===== src/rtl/riscv_pkg.sv =====
// Shared row-arbiter types and index-width helper; no logic, no latency.
// Used by the row arbiter and its round-robin picker.
package riscv_pkg;

   typedef enum logic [1:0] {
      IDLE   = 2'd0,
      GRANT  = 2'd1,
      FLUSH  = 2'd2,
      NOTIFY = 2'd3
   } arb_state_t;

   // Core index width; a single-core row still needs one bit for the pointer.
   function automatic int arb_idx_w(input int n);
      return (n > 1) ? $clog2(n) : 1;
   endfunction

   localparam int ARB_NUM_CORES_DEFAULT = 8;
   localparam int ARB_IDX_W             = arb_idx_w(ARB_NUM_CORES_DEFAULT);

endpackage


===== src/rtl/uram_row_arbiter_rr_pick.sv =====
// Round-robin picker: first eligible bit at or above rr_ptr, wrapping; purely combinational.
// No backpressure; the caller decides when to register the pick.
module rr_pick
   import riscv_pkg::*;
#(
   parameter int NUM_CORES = 8,
   parameter int IDX_W     = arb_idx_w(NUM_CORES)
) (
   input  logic [NUM_CORES-1:0] eligible,
   input  logic [IDX_W-1:0]     rr_ptr,
   output logic [NUM_CORES-1:0] pick,
   output logic                 valid
);

   logic found;

   // Offset i walks the ring starting at rr_ptr; the first hit wins.
   always_comb begin
      pick  = '0;
      found = 1'b0;
      for (int i = 0; i < NUM_CORES; i++) begin
         for (int k = 0; k < NUM_CORES; k++) begin
            if (!found && eligible[k] && (k == ((int'(rr_ptr) + i) % NUM_CORES))) begin
               pick[k] = 1'b1;
               found   = 1'b1;
            end
         end
      end
   end

   assign valid = found;

endmodule


===== src/rtl/uram_row_arbiter.sv =====
// Row URAM write-port arbiter with per-epoch barrier; grant 1 cycle after request, mux combinational.
// A granted core keeps the port while req|locked; others wait, done cores wait for the drain.
module uram_row_arbiter
   import riscv_pkg::*;
#(
   parameter int NUM_CORES = 8,
   parameter int ADDR_W    = 12,
   parameter int DATA_W    = 32,
   parameter int CNT_W     = 16
) (
   input  logic                        clk,
   input  logic                        reset,
   input  logic [NUM_CORES-1:0]        i_core_req,
   input  logic [NUM_CORES-1:0]        i_core_locked,
   output logic [NUM_CORES-1:0]        o_core_grant,
   output logic [NUM_CORES-1:0]        o_uram_emptied,
   input  logic [NUM_CORES-1:0]        i_uram_en,
   input  logic [NUM_CORES-1:0]        i_uram_wr_en,
   input  logic [NUM_CORES*ADDR_W-1:0] i_uram_addr,
   input  logic [NUM_CORES*DATA_W-1:0] i_uram_wr_data,
   output logic                        o_uram_en,
   output logic                        o_uram_wr_en,
   output logic [ADDR_W-1:0]           o_uram_addr,
   output logic [DATA_W-1:0]           o_uram_wr_data,
   output logic                        o_flush_req,
   input  logic                        i_flush_done,
   output logic [NUM_CORES-1:0]        o_done_mask,
   output logic [CNT_W-1:0]            o_flush_count
);

   localparam int IDX_W = arb_idx_w(NUM_CORES);
   localparam logic [NUM_CORES-1:0] ALL_DONE = {NUM_CORES{1'b1}};

   arb_state_t           state;
   logic [NUM_CORES-1:0] grant;
   logic [NUM_CORES-1:0] done_mask;
   logic [IDX_W-1:0]     rr_ptr;
   logic [IDX_W-1:0]     gidx;
   logic                 flush_req;
   logic                 emptied;
   logic [CNT_W-1:0]     flush_count;

   logic [NUM_CORES-1:0] eligible;
   logic [NUM_CORES-1:0] pick;
   logic                 pick_vld;
   logic [IDX_W-1:0]     pick_idx;
   logic [IDX_W-1:0]     next_ptr;

   assign eligible = i_core_req & ~done_mask;

   rr_pick #(
      .NUM_CORES (NUM_CORES),
      .IDX_W     (IDX_W)
   ) u_rr_pick (
      .eligible (eligible),
      .rr_ptr   (rr_ptr),
      .pick     (pick),
      .valid    (pick_vld)
   );

   always_comb begin
      pick_idx = '0;
      for (int k = 0; k < NUM_CORES; k++) begin
         if (pick[k]) pick_idx = IDX_W'(k);
      end
   end

   assign next_ptr = (gidx == IDX_W'(NUM_CORES - 1)) ? '0 : gidx + IDX_W'(1);

   always_ff @(posedge clk) begin
      if (!reset) begin
         state       <= IDLE;
         grant       <= '0;
         gidx        <= '0;
         done_mask   <= '0;
         rr_ptr      <= '0;
         flush_req   <= 1'b0;
         emptied     <= 1'b0;
         flush_count <= '0;
      end else begin
         case (state)
            IDLE: begin
               if (pick_vld) begin
                  grant <= pick;
                  gidx  <= pick_idx;
                  state <= GRANT;
               end
            end
            GRANT: begin
               // Going back through IDLE guarantees one dead cycle between owners.
               if (!(i_core_req[gidx] | i_core_locked[gidx])) begin
                  grant           <= '0;
                  done_mask[gidx] <= 1'b1;
                  rr_ptr          <= next_ptr;
                  if ((done_mask | grant) == ALL_DONE) begin
                     flush_req <= 1'b1;
                     state     <= FLUSH;
                  end else begin
                     state <= IDLE;
                  end
               end
            end
            FLUSH: begin
               if (i_flush_done) begin
                  flush_req   <= 1'b0;
                  flush_count <= flush_count + CNT_W'(1);
                  emptied     <= 1'b1;
                  state       <= NOTIFY;
               end
            end
            NOTIFY: begin
               emptied   <= 1'b0;
               done_mask <= '0;
               state     <= IDLE;
            end
            default: state <= IDLE;
         endcase
      end
   end

   // Ungranted cores are invisible on the URAM port; no grant drives zeros.
   always_comb begin
      o_uram_en      = 1'b0;
      o_uram_wr_en   = 1'b0;
      o_uram_addr    = '0;
      o_uram_wr_data = '0;
      for (int k = 0; k < NUM_CORES; k++) begin
         if (grant[k]) begin
            o_uram_en      = i_uram_en[k];
            o_uram_wr_en   = i_uram_wr_en[k];
            o_uram_addr    = i_uram_addr[k*ADDR_W +: ADDR_W];
            o_uram_wr_data = i_uram_wr_data[k*DATA_W +: DATA_W];
         end
      end
   end

   assign o_core_grant   = grant;
   assign o_uram_emptied = {NUM_CORES{emptied}};
   assign o_flush_req    = flush_req;
   assign o_done_mask    = done_mask;
   assign o_flush_count  = flush_count;

endmodule


===== config.mk =====
export PLATFORM = sky130hd
export DESIGN_NAME = uram_row_arbiter
export DESIGN_NICKNAME = d
export VERILOG_FILES = /design/src/rtl/riscv_pkg.sv /design/src/rtl/uram_row_arbiter_rr_pick.sv /design/src/rtl/uram_row_arbiter.sv
export SDC_FILE = /design/constraint.sdc
export NUM_CORES = 1
export LEC_CHECK = 0
export ABC_AREA = 1
export BUFFER_PORTS_ARGS = -buffer_cell sky130_fd_sc_hd__buf_2
export CAP_MARGIN = 20
export CORE_AREA = 2 2 183 185
export DETAILED_ROUTE_END_ITERATION = 12
export DIE_AREA = 0 0 185 187
export GPL_ROUTABILITY_DRIVEN = 0
export GPL_TIMING_DRIVEN = 0
export PLACE_DENSITY = 0.48
export SYNTH_ARGS = -nofsm -noshare
export SYNTH_HDL_FRONTEND = slang
export SYNTH_SLANG_ARGS = --single-unit

===== constraint.sdc =====
create_clock -name clk -period 7.75 [get_ports clk]
set_input_delay 1.9375 -clock clk [delete_from_list [all_inputs] [get_ports clk]]
set_output_delay 1.9375 -clock clk [all_outputs]
set_load 0.01 [all_outputs]

==> results of run 1 <==
[worst max-delay path, delay by kind of cell]
| family | cells | cell delay, ns |
|---|---|---|
| buffers and inverters | 6 | 0.73 |
| and+or+nand+nor | 28 | 4.16 |
| AOI/OAI and AO/OA | 4 | 0.56 |
[cells in the final DEF, fill, tap and decap left out, types with 8 or more instances in the layout]
cell,Yosys,routed
a21oi_1,167,167
a21oi_2,8,8
buf_2,3,476
buf_4,10,10
clkbuf_1,60,61
dfxtp_1,42,42
diode_2,0,10
inv_1,137,135
inv_2,8,10
nand2_1,265,265
nand3_1,74,74
nand3_2,12,12
nand4_1,23,23
nor2_1,94,93
nor2_2,13,14
nor3_1,20,20
o21ai_0,251,251
[power breakdown]
group	switching, mW	total, mW	internal, mW
registers	0.0612	0.306	0.245
clock network	0.0864	0.206	0.120
logic	1.95	2.88	0.933
total	2.09	3.39	1.30
[routing by layer]
metal / part of all wire [%] / wire (µm) / vias to the layer above / track usage (%)
met4: 3.3 / 1469 / 0 / 9.158
li1: - / - / 5257 / -
met1: 41 / 17920 / 5022 / 29.72
met3: 9.5 / 4192 / 78 / 6.231
met5: 0 / 0 / - / 0
met2: 47 / 20510 / 515 / 39.25
[synthesized netlist by cell type (3+ instances only)]
cell / instances
nand4_2: 6
o21ai_0: 251
nor3_1: 20
nand3_2: 12
buf_4: 10
o2111ai_1: 5
a221oi_1: 5
dfxtp_1: 42
inv_1: 137
o22ai_1: 3
nand2_2: 6
buf_1: 4
nor2_1: 94
o211ai_1: 4
nand2_1: 265
a21oi_2: 8
clkinv_1: 3
nand3_1: 74
o21a_1: 3
buf_2: 3
clkbuf_1: 60
nor2_4: 7
buf_6: 7
inv_2: 8
nor2_2: 13
nand4_1: 23
a21oi_1: 167
ha_1: 5
[logic make-up (layout without fill, tap and decap cells)]
kind of cell               Yosys count  count (layout)  share of synthesized area, %
and+or+nand+nor                    530             530                         36.27
AOI/OAI and AO/OA                  458             458                         35.43
adders and majority gates            5               5                        0.9188
DFF                                 42              42                         12.35
buffers and inverters              238             719                         15.03
other                                0              10                             0
[registers in the layout, indices dropped and copies added (netlist names), named ones only]
name / flops
o_flush_count: 16
o_core_grant: 8
o_done_mask: 8
gidx: 3
rr_ptr: 3
emptied: 1
o_flush_req: 1
state: 1
[through the flow]
stage	instance area [µm²]	std cells
finish	9907	2212
floorplan	6809	1273
global placement	9737	2194
CTS	9879	2202
detailed placement	9737	2194
global route	9907	2212
[worst paths after layout]
| check | end | cells past startpoint | startpoint |
|---|---|---|---|
| hold reg to reg | o_flush_count[14]$_SDFFE_PN0P_ | 2 | o_flush_count[14]$_SDFFE_PN0P_ |
| setup / recovery | o_core_grant[2]$_SDFFE_PN0P_ | 38 | i_core_req[7] |
| setup reg to reg | o_core_grant[2]$_SDFFE_PN0P_ | 41 | rr_ptr[0]$_SDFFE_PN0P_ |
| hold / removal | o_flush_count[14]$_SDFFE_PN0P_ | 2 | o_flush_count[14]$_SDFFE_PN0P_ |
[layout make-up]
class,count,area [µm²],share of cell area (%)
multi-input cells,993,4947,49.94
repair buffers,473,2367,23.89
flip-flops and latches,42,840.8,8.487
inverters,150,570.5,5.759
well taps,448,560.5,5.658
plain buffers,88,452.9,4.572
clock buffers,6,128.9,1.301
diodes,10,25.02,0.2526
clock inverters,2,13.76,0.1389
==> results.cfg, run 1 <==
[setup_path]
critical_path_peak_fanout = 10
critical_path.startpoint_type = input pin
end_kind = flop
worstPathRequired_ns = 7.97
crit_arrival_ns = 7.41
critical_path.max_stage_delay_ns = 0.50
path_common_cell = nand4_1
worstSetupPathType = input pin to flop
r2r_slack_ns = 1.62
crit_slowest_cell = nor2_1

[placed_design]
pre_cts_ws_ns = 0.2911
dpl.hpwl_um = 37530
port_buffers = 473

[global_route]
antenna_found_initial = 12
gr-total-overflow = 0
track_usage_pct = 23.89
grt_pass1_wl_um = 62530
grt_pass1_vias = 10120
grt_max_degree = 14

[clock_tree]
cts.clk_slew.worst_paths_ns = 0.07
cts-hold-fix-buffers = 0
cts.sink_count = 42
cts_max_level = 2
cts_tree = built
clockBufferDepth = 2
cts_root_buf = clkbuf_16
post_cts_buffers = 0
ctsResizeCount = 0
cts_buffers = 5
clock_latency_ns = 0.29

[logic_synthesis]
syn-cell-area_um2 = 6809
synth_cell_types = 48
syn_avg_cell_area_um2 = 5.349
netlist_instances = 1273
synth.yosys.seq_area_share_pct = 12.35
ys_async_sr_fraction_pct = 0
synth_top_area_share_pct = 18.45
synth_warnings = 0
synth_area_leaders = o21ai_0 18%, nand2_1 15%, dfxtp_1 12%
yosys.area.top_type = o21ai_0
synth_ff_type = dfxtp_1
syn_nets = 1665
synth-seq-cells = 42
synth-edff-count = 0

[sta]
finalWorstSetupSlack_ns = 0.5581
setup-tns-final_ns = 0
min_period_over_period_pct = 92.80
max_freq_mhz = 139.0
report.final.slew_viol_count = 0
worst_pin_slew_ns = 1.034
max_slew_margin_pct = 31.05
hold_viol = 0
period_needed_ns = 7.192
rsz0062_at_grt = false
hold_slack_ns = 0.5022
setup_viol_count_final = 0
fin_skew_ns = 0.01009

[drt]
ant_nets = 0
firstDrtPassIters = 5
via_count = 10870
drc = 0
vias_per_cell = 4.915
routedWlPerCell_um = 19.93
finalWirelength_um = 44090
drt_iter0_markers = 858

[worst_hold_path]
hold_path.class = flop to flop

[cells_and_area]
area_growth_pct = 45.50
drive_above_1_share_pct = 32.73
final_core_util_pct = 30.15
fillCellCount = 3865
nets = 2145

[floorplanning]
ios = 474
die_x_um = 185
die_y_um = 187
coreArea_um2 = 32860
start_util_pct = 20.72
rows = 67
die_area_um2 = 34600

[job]
cap_violations = 0

[power_and_ir_drop]
p_leak_nw = 4.824
vdd_drop_max_uv = 155.7
power_density_nw_per_um2 = 342.3
power_mw = 3.391

[run_status]
status = complete, no violations
(Power assumes the default switching activity.)
==> run 2, diff against run 1 <==
CELL_PAD_IN_SITES_DETAIL_PLACEMENT = 0   (was default)
CELL_PAD_IN_SITES_GLOBAL_PLACEMENT = 1   (was default)
CORE_AREA = 2 2 186 188   (was 2 2 183 185)
DIE_AREA = 0 0 188 190   (was 0 0 185 187)
PLACE_DENSITY = 0.69   (was 0.48)
==> run 2 against run 1 <==
Critical path type unchanged. Worst setup slack worse by 0.032 ns. Register-to-register slack improved by 0.03 ns. Total power rose by 2.9%. First-iteration DRC count increased by 3.1%. Die area is 3.3% higher. Sequential power is essentially flat. Clock-buffer cell count did not move.
==> results.cfg, run 2 (synthesis results as in run 1) <==
[run_status]
status = complete, no violations

[clock_tree]
cts_buffers = 5
cts.sink_count = 42
clockBufferDepth = 2
cts_max_level = 2
clock_latency_ns = 0.29
cts_root_buf = clkbuf_16
cts-hold-fix-buffers = 0
cts.clk_slew.worst_paths_ns = 0.06
cts_tree = built

[setup_path]
end_kind = flop
crit_family = simple AND/OR/NAND/NOR gates
timing.critical_path.buf_inv = 3
critical_path_peak_fanout = 10
crit_slowest_cell = a21oi_1
path_common_cell = nor2_2
crit_arrival_ns = 7.45
worstPathRequired_ns = 7.98
critical_path.max_stage_delay_ns = 0.20
critical_path.startpoint_type = input pin
worstSetupPathType = input pin to flop

[cells_and_area]
multi_input_area_um2 = 4947
largest_reg_flops = 16
final_core_util_pct = 29.16
final_cell_mix = 476 x buf_2, 265 x nand2_1, 251 x o21ai_0, 167 x a21oi_1, 137 x inv_1
seq_area_um2 = 840.8
finalNonFillerCells = 2213
fillCellCount = 4030
area_growth_pct = 45.41
layout_commonest_cell = buf_2
nets = 2145
finish.instance_area_um2 = 9901
drive_above_1_share_pct = 32.61

[sta]
worst_pin_slew_ns = 0.9343
fin_skew_ns = 0.007491
max_slew_margin_pct = 37.71
hold_viol = 0
period_needed_ns = 7.224
max_freq_mhz = 138.4
setup-tns-final_ns = 0
hold_slack_ns = 0.5064
min_period_over_period_pct = 93.21
report.final.slew_viol_count = 0
setup_viol_count_final = 0
finalWorstSetupSlack_ns = 0.5259
rsz0062_at_grt = false

[global_route]
antenna_found_initial = 5
gr-total-overflow = 0
globalRouteMet2Util_pct = 39.17
grt_pass1_wl_um = 63890
use_met3_pct = 6.493
grt_busiest_layer = met2
grtUsageMet1_pct = 29.85
grt_pass1_vias = 10180
grt_max_degree = 14
track_usage_pct = 23.55

[floorplanning]
rows = 68
die_x_um = 188
start_util_pct = 20.06
die_area_um2 = 35720
coreArea_um2 = 33950
die_y_um = 190
ios = 474

[worst_hold_path]
hold_path.class = flop to flop

[drt]
ant_nets = 0
drt_iter0_markers = 885
firstDrtPassIters = 5
via_count = 10890
drc = 0
routedWlPerCell_um = 20.55
finalWirelength_um = 45490
vias_per_cell = 4.919

[power_and_ir_drop]
p_leak_nw = 4.826
power_mw = 3.489
vdd_drop_max_uv = 135.0
power_density_nw_per_um2 = 352.4

[placed_design]
pre_cts_ws_ns = 0.2899
placed_cells = 2201
dpl_cell_area_um2 = 9746
port_buffers = 473
dpl.hpwl_um = 38520

[job]
cap_violations = 0
-- run 2: cell count changes in the layout (fill, tap and decap cells not counted), sizes merged --
cell / delta
diode: -6
-- run 2: repair_timing --
action	in CTS	in global routing
endpoints found under the setup margin	0	11
gates resized for setup	0	1
setup buffers	0	0
-- run 2: worst paths after layout --
kind,from,end,slack (ns),cells after the start
setup / recovery,i_core_req[5],o_core_grant[2]$_SDFFE_PN0P_,0.53,39
hold / removal,o_flush_count[15]$_SDFFE_PN0P_,o_flush_count[15]$_SDFFE_PN0P_,0.51,2
setup reg to reg,rr_ptr[0]$_SDFFE_PN0P_,o_core_grant[2]$_SDFFE_PN0P_,1.65,38
hold reg to reg,o_flush_count[15]$_SDFFE_PN0P_,o_flush_count[15]$_SDFFE_PN0P_,0.51,2
-- run 2: layout make-up --
type,count,area share (%)
multi-input cells,993,49.97
repair buffers,473,23.91
flip-flops and latches,42,8.492
inverters,150,5.763
well taps,455,5.750
plain buffers,88,4.575
clock buffers,6,1.302
clock inverters,2,0.1390
diodes,4,0.1011
-- run 2: worst reg2reg max path: cells and delay by family (launching register included) --
| kind | cells | cell delay, ns |
|---|---|---|
| flops | 1 | 0.38 |
| compound gates | 5 | 0.77 |
| fa+ha+maj | 1 | 0.43 |
| buf+inv | 3 | 0.36 |
| simple gates | 29 | 4.11 |
-- run 2: layer usage --
metal / part of all wire [%] / wire length, µm
met1: 42 / 18890
met5: 0.018 / 8
met2: 46 / 20940
met3: 9.8 / 4442
met4: 2.7 / 1209
-- run 2: power by group --
group	leakage, nW	total, mW	switching (mW)	internal [mW]
Combinational	4.41	2.97	2.04	0.934
Clock	0.0709	0.209	0.0898	0.120
Sequential	0.340	0.306	0.0606	0.245
Total	4.83	3.49	2.19	1.30
==> run 3, diff against run 2 <==
clock period = 7.3 ns   (was 7.75 ns; I/O delays follow)
==> run 3 against run 2 <==
Flip-flop and latch count stayed put. First-iteration DRC count shrank 9.4%. Die area stayed put. Worst hold slack barely moved. Clock power increased by 6%. Total power rose by 11%. Register-to-register slack got worse by 0.60 ns. Worst setup slack worse by 0.32 ns. Non-clock buffer count rose by 26. Via count up 0.17%. Clock-buffer cell count is the same. Highest routed layer unchanged.
==> results.cfg, run 3 (synthesis results as in run 1) <==
[cells_and_area]
largest_reg_flops = 16
layout_commonest_cell = buf_2
fillCellCount = 3995
finalNonFillerCells = 2239
area_growth_pct = 50.74
final_core_util_pct = 30.23
drive_above_1_share_pct = 34.55
seq_area_um2 = 840.8
multi_input_area_um2 = 5066
final_cell_mix = 473 x buf_2, 262 x nand2_1, 251 x o21ai_0, 164 x a21oi_1, 132 x inv_1
nets = 2171

[sta]
max_slew_margin_pct = 38.68
rsz0062_at_grt = true
report.final.slew_viol_count = 0
fin_skew_ns = 0.007125
setup_viol_count_final = 0
worst_pin_slew_ns = 0.9198
period_needed_ns = 7.097
max_freq_mhz = 140.9
min_period_over_period_pct = 97.22
hold_viol = 0

[clock_tree]
cts.sink_count = 42
clockBufferDepth = 2
cts_tree = built
cts_buffers = 5
cts.clk_slew.worst_paths_ns = 0.06
cts_max_level = 2
clock_latency_ns = 0.29
cts_root_buf = clkbuf_16

[placed_design]
dpl.hpwl_um = 38520
placed_cells = 2201
port_buffers = 473

[power_and_ir_drop]
pwr-share-clk_pct = 5.7
power_density_nw_per_um2 = 378.8
p_sw_share_pct = 61.35
p_int_mw = 1.503
p_comb_share_pct = 85.9
power_mw = 3.888
vdd_drop_max_uv = 142.5
power_switching_mw = 2.385
p_leak_nw = 4.959
p_seq_share_pct = 8.4

[setup_path]
r2r_start = rr_ptr[0]$_SDFFE_PN0P_
worstSetupPathType = input pin to flop
worstPathRequired_ns = 7.53
critical_path.max_stage_delay_ns = 0.27
critical_path_peak_fanout = 5
critical_path.startpoint_type = input pin
reg2reg_depth = 39
path_common_cell = nor2_4
end_kind = flop
crit_slowest_cell = nor3_4
crit_arrival_ns = 7.32
r2r_slack_ns = 1.05
reg2reg_to = o_core_grant[2]$_SDFFE_PN0P_

[worst_hold_path]
min_delay_path_depth = 2
hold_path.class = flop to flop
min_to = o_flush_count[15]$_SDFFE_PN0P_
worstHoldStart = o_flush_count[15]$_SDFFE_PN0P_

[floorplanning]
start_util_pct = 20.06
rows = 68
die_x_um = 188
ios = 474
coreArea_um2 = 33950
die_y_um = 190
die_area_um2 = 35720

[global_route]
antenna_found_initial = 5
grt_max_degree = 14
gr-total-overflow = 0
track_usage_pct = 23.55
grt_pass1_vias = 10180
grt_pass1_wl_um = 63890

[drt]
drt_iter0_markers = 802
drc = 0
routedWlPerCell_um = 20.51
via_count = 10900
ant_nets = 0
vias_per_cell = 4.870
firstDrtPassIters = 6
finalWirelength_um = 45930

[run_status]
status = complete, no violations

[job]
cap_violations = 0
[run 3: per-stage QoR]
| step | setup slack, ns | TNS, ns | area, µm² | hold slack (ns) |
|---|---|---|---|---|
| after floorplan | 1.133 | 0 | 6809 | 0.4738 |
| after global placement | -0.06243 | -0.4584 | 9746 | 0.4903 |
| after detailed placement | -0.04764 | -0.3468 | 9746 | 0.4978 |
| after CTS | 0.2314 | 0 | 9888 | 0.5095 |
| after global routing | -0.1199 | -0.8318 | 10260 | 0.5473 |
| final | 0.2032 | 0 | 10260 | 0.5060 |
[run 3: worst max-delay path by stage]
stage	endpoint	cells past startpoint	startpoint	slack, ns
floorplan	o_core_grant[6]$_SDFFE_PN0P_	40	i_core_req[2]	1.13
global placement	o_core_grant[1]$_SDFFE_PN0P_	40	i_core_req[0]	-0.06
detailed placement	o_core_grant[1]$_SDFFE_PN0P_	40	i_core_req[0]	-0.05
CTS	o_core_grant[1]$_SDFFE_PN0P_	40	i_core_req[0]	0.23
global route	o_core_grant[2]$_SDFFE_PN0P_	41	i_core_req[0]	-0.12
finish	o_core_grant[2]$_SDFFE_PN0P_	41	i_core_req[0]	0.20
[run 3: cell type report]
| type | instances | share of cell area [%] |
|---|---|---|
| clock inverters | 2 | 0.1341 |
| repair buffers | 499 | 25.39 |
| inverters | 150 | 5.608 |
| flip-flops and latches | 42 | 8.192 |
| multi-input cells | 993 | 49.36 |
| plain buffers | 88 | 4.413 |
| clock buffers | 6 | 1.256 |
| diodes | 4 | 0.09753 |
| well taps | 455 | 5.547 |
[run 3: power groups by stage]
stage | clock, mW | combinational [mW] | sequential [mW]
CTS | 0.225 | 3.11 | 0.327
floorplan | 0 | 1.75 | 0.309
finish | 0.222 | 3.34 | 0.325
detailed placement | 0 | 3.09 | 0.332
global route | 0.236 | 3.62 | 0.333
global placement | 0 | 3.10 | 0.331
[run 3: routing by layer]
metal	wire length [µm]	part of all wire, %	vias up	global-route usage, %
li1	-	-	5318	-
met1	18820	41	4945	29.85
met2	21180	46	570	39.17
met3	4626	10	69	6.493
met4	1289	2.8	2	6.360
met5	11	0.024	-	0
[run 3: repair_timing]
item                       in CTS  in global routing
hold buffers                    0                  0
buffers inserted                0                 25
resized for setup               0                 38
setup endpoints to repair       0                 12
[run 3: worst max-delay path, delay by kind of cell]
family | cells | cell delay, ns
buffers and inverters | 3 | 0.31
and+or+nand+nor | 33 | 4.45
AOI/OAI and AO/OA | 5 | 0.72
